[config.mk]
export PLATFORM = sky130hd
export DESIGN_NAME = parking_lot
export DESIGN_NICKNAME = d
export VERILOG_FILES = /design/src/rtl/parking_lot.sv
export SDC_FILE = /design/constraint.sdc
export NUM_CORES = 1
export LEC_CHECK = 0
export ABC_CLOCK_PERIOD_IN_PS = 1250
export CAP_MARGIN = 20
export CORE_UTILIZATION = 42
export CTS_CLUSTER_DIAMETER = 80
export CTS_CLUSTER_SIZE = 12
export DETAILED_ROUTE_END_ITERATION = 6
export GPL_ROUTABILITY_DRIVEN = 0
export PLACE_DENSITY = 0.72
export SYNTH_ARGS = -nofsm -noshare
export SYNTH_HDL_FRONTEND = slang
export SYNTH_SLANG_ARGS = --single-unit
export TNS_END_PERCENT = 100
[constraint.sdc]
create_clock -name clk -period 1.25 [get_ports clk]
set_input_delay 0.25 -clock clk [delete_from_list [all_inputs] [get_ports clk]]
set_output_delay 0.25 -clock clk [all_outputs]
set_load 0.02 [all_outputs]
[src/rtl/parking_lot.sv]
// parking_lot: entry and exit lane controllers, two concurrent Moore FSMs sharing one RFID reader
module parking_lot (
    input  logic clk,
    input  logic resetn,
    input  logic CarDetectEntry,
    input  logic CarDetectExit,
    input  logic ValidTag1,
    input  logic ValidationFail1,
    input  logic ValidTag2,
    input  logic ValidationFail2,
    input  logic PaymentDone,
    input  logic Timeout1,
    input  logic Timeout2,
    output logic ActivateRFID,
    output logic IssueTicket,
    output logic OpenEntryGate,
    output logic OpenExitGate,
    output logic startTimer1,
    output logic startTimer2,
    output logic InitPayment,
    output logic AssertError
);
    typedef enum logic [1:0] {E_IDLE, E_RFID, E_TICKET, E_OPEN} entryState_t;
    typedef enum logic [2:0] {X_IDLE, X_RFID, X_PAY, X_OPEN, X_ERROR} exitState_t;

    entryState_t entryState, entryNext;
    exitState_t  exitState, exitNext;
    logic        rfidEntry, rfidExit;

    // Entry lane next state; car detect only matters in idle
    always_comb begin
        entryNext = entryState;
        case (entryState)
            E_IDLE:   entryNext = CarDetectEntry ? E_RFID : E_IDLE;
            E_RFID:   entryNext = ValidTag1 ? E_OPEN : (ValidationFail1 ? E_TICKET : E_RFID);
            E_TICKET: entryNext = E_OPEN;
            E_OPEN:   entryNext = Timeout1 ? E_IDLE : E_OPEN;
            default:  entryNext = E_IDLE;
        endcase
    end

    // Entry lane state and registered outputs, decoded from the state being entered
    always_ff @(posedge clk or negedge resetn) begin
        if (!resetn) begin
            entryState    <= E_IDLE;
            rfidEntry     <= 1'b0;
            IssueTicket   <= 1'b0;
            OpenEntryGate <= 1'b0;
            startTimer1   <= 1'b0;
        end else begin
            entryState    <= entryNext;
            rfidEntry     <= entryNext == E_RFID;
            IssueTicket   <= entryNext == E_TICKET;
            OpenEntryGate <= entryNext == E_OPEN;
            startTimer1   <= entryNext == E_OPEN && entryState != E_OPEN;
        end
    end

    // Exit lane next state; the error state always falls back to idle after one cycle
    always_comb begin
        exitNext = exitState;
        case (exitState)
            X_IDLE:  exitNext = CarDetectExit ? X_RFID : X_IDLE;
            X_RFID:  exitNext = ValidTag2 ? X_PAY : (ValidationFail2 ? X_ERROR : X_RFID);
            X_PAY:   exitNext = PaymentDone ? X_OPEN : X_PAY;
            X_OPEN:  exitNext = Timeout2 ? X_IDLE : X_OPEN;
            X_ERROR: exitNext = X_IDLE;
            default: exitNext = X_IDLE;
        endcase
    end

    // Exit lane state and registered outputs
    always_ff @(posedge clk or negedge resetn) begin
        if (!resetn) begin
            exitState    <= X_IDLE;
            rfidExit     <= 1'b0;
            InitPayment  <= 1'b0;
            OpenExitGate <= 1'b0;
            startTimer2  <= 1'b0;
            AssertError  <= 1'b0;
        end else begin
            exitState    <= exitNext;
            rfidExit     <= exitNext == X_RFID;
            InitPayment  <= exitNext == X_PAY;
            OpenExitGate <= exitNext == X_OPEN;
            startTimer2  <= exitNext == X_OPEN && exitState != X_OPEN;
            AssertError  <= exitNext == X_ERROR;
        end
    end

    // The reader is shared, so it is enabled while either lane is reading a tag
    assign ActivateRFID = rfidEntry | rfidExit;
endmodule

==> results.json <==
{
  "endpoint_kind": "primary output",
  "setup_viol": 1,
  "slew_headroom": 0.804,
  "yosysWarnings": 0,
  "start_util": 0.450,
  "firstDrtPassIters": 4,
  "drv_cap": 0,
  "crit_required_ns": 1.00,
  "setup_tns_ns": -0.00871,
  "diodes": 0,
  "seq_area_frac_synth": 0.598,
  "skew_ns": 0.00367,
  "drtIter0Drc": 10,
  "worstMarginPinSlew_ns": 0.294,
  "hold_viol": 0,
  "tritoncts": "yes",
  "wl_mm": 1.11,
  "fmax_ghz": 0.794,
  "fin_crit_sh": 1.01,
  "die_x_um": 39.3,
  "ys_ff_latch": 14,
  "root_buffer": "clkbuf_4",
  "final_cell_mix": "13 x dfrtp_1, 10 x clkdlybuf4s50_1, 7 x dlygate4sd2_1, 6 x nor2_1, 6 x buf_4",
  "cts_sinks": 14,
  "synth_cell_type_count": 22,
  "grt_pass1_vias": 429,
  "synth_area_leader_cell": "dfrtp_1",
  "nets": 92,
  "violations": "negative setup slack",
  "ir_worst_vdd_mv": 1.32,
  "syn_nets": 65,
  "worstPathMaxFanout": 1,
  "syn_inst": 54,
  "layout.cells.non_filler": 95,
  "rrSetupSlack_ns": 0.09,
  "fin_ws_ns": -0.00871,
  "drc": 0,
  "syn_avg_cell_area_um2": 10.8,
  "synth_area_leaders": "dfrtp_1 60%, mux2i_1 5.1%, nor2_1 3.8%",
  "hold_buffers": 0,
  "antenna_found_initial": 0,
  "fin_hold_ws_ns": 0.278,
  "r2r_cells": 3,
  "drive_gt1_frac": 0.213,
  "finalCoreUtilization": 0.660,
  "grt_first_pass_wirelength_mm": 1.82,
  "hold_path.class": "input pin to asynchronous set/reset pin",
  "ant_nets": 0,
  "clk_pin_slew_ns": 0.08,
  "grt_usage": 0.183,
  "via_per_inst": 5.01,
  "cts_buffer_depth": 2,
  "status": "finished, violations left",
  "die_h_um": 39.3,
  "reg2reg_from": "exitState[0]",
  "dp_cells": 91,
  "wl_per_cell_um": 11.7,
  "numCtsBuffers": 3,
  "crit_arrival_ns": 1.01,
  "port_buffers": 18,
  "final_common_cell": "dfrtp_1",
  "grt-ovfl-total": 0,
  "synth_top_area_frac": 0.598,
  "path_class": "register to primary output",
  "area_delta_synth_final_pct": 46.6,
  "htreeDepth": 1,
  "vias": 476,
  "nFillCells": 116,
  "rsz0062_at_grt": "yes",
  "dieArea_um2": 1550,
  "drv_slew": 0,
  "netlist_area_um2": 586,
  "core_um2": 1300,
  "rows": 13,
  "cp-start-kind": "register",
  "p_leak_nw": 0.420,
  "grt_max_degree": 15,
  "ios": 19,
  "r2r_end": "InitPayment",
  "insertion_delay_ns": 0.27,
  "powerDensity_nw_per_um2": 2060,
  "final.min_clock_period_ns": 1.26
}
-- where the power goes --
group / leakage [nW] / internal, W / total (W) / switching (W)
clock: 0.0210 / 0.000177 / 0.000318 / 0.000141
combinational: 0.222 / 0.000351 / 0.000673 / 0.000322
sequential: 0.177 / 0.000616 / 0.000778 / 0.000162
total: 0.420 / 0.00114 / 0.00177 / 0.000625
-- critical path: stages, from the launching register on --
cell and delay (ns):
dfrtp_1 0.37, or2_4 0.24, buf_6 0.13
-- worst max path at each step --
stage                  from            to  cells after the start
4_1_cts            rfidExit  ActivateRFID                      2
3_3_place_gp       rfidExit  ActivateRFID                      2
3_5_place_dp       rfidExit  ActivateRFID                      2
2_1_floorplan  exitState[1]   InitPayment                      3
6_report          rfidEntry  ActivateRFID                      2
5_1_grt           rfidEntry  ActivateRFID                      2
-- timing repair --
item	CTS	global route
pin swaps	0	1
endpoints found under the setup margin	8	2
gates cloned	0	0
setup buffers	0	0
gates resized for setup	11	5
-- layer usage --
layer	GRT usage	part of all wire	wire length (um)	up-vias
met4	0.103	0.011	12	0
met5	0	0	0	-
met3	0.0511	0.038	42	2
met1	0.231	0.43	475	221
met2	0.279	0.52	576	11
li1	-	-	-	242
-- registers in the layout, summed over array words and instances (netlist names) --
name / cells
AssertError: 1
InitPayment: 1
IssueTicket: 1
OpenEntryGate: 1
OpenExitGate: 1
entryState: 2
exitState: 3
rfidEntry: 1
rfidExit: 1
startTimer1: 1
startTimer2: 1
-- synthesized netlist by cell type, drive strengths merged --
cell    count
dfrtp      14
nor2        6
nand2       5
a21oi       4
mux2i       3
nand2b      3
a31oi       2
and3        2
nor3b       2
o21ai       2
a211oi      1
a22oi       1
and2b       1
buf         1
clkbuf      1
inv         1
nor2b       1
nor3        1
o22a        1
or2         1
or2b        1
-- stage by stage --
step,power (W),cell area [um2],setup slack [ns]
5_1_grt,0.00191,858,-0.0553
3_5_place_dp,0.00148,821,-0.153
4_1_cts,0.00173,843,-0.0832
3_3_place_gp,0.00145,821,-0.137
2_1_floorplan,0.00118,586,0.248
6_report,0.00177,858,-0.00871
-- area by class of cell --
| type | instances | area [um2] | area share |
|---|---|---|---|
| flip-flops and latches | 14 | 352 | 0.410 |
| well taps | 15 | 18.8 | 0.0219 |
| inverters | 1 | 3.75 | 0.00437 |
| repair buffers | 24 | 218 | 0.254 |
| clock buffers | 4 | 36.3 | 0.0423 |
| multi-input cells | 37 | 230 | 0.268 |
-- cells by family (layout without fill, tap and decap cells) --
logic type	count (synthesis)	in the layout	synth area share
mux	3	3	0.0513
buf+inv	3	29	0.0213
flops	14	14	0.598
simple gates	23	23	0.209
compound gates	11	11	0.120
Note: power is estimated with default switching activity, not from simulation.
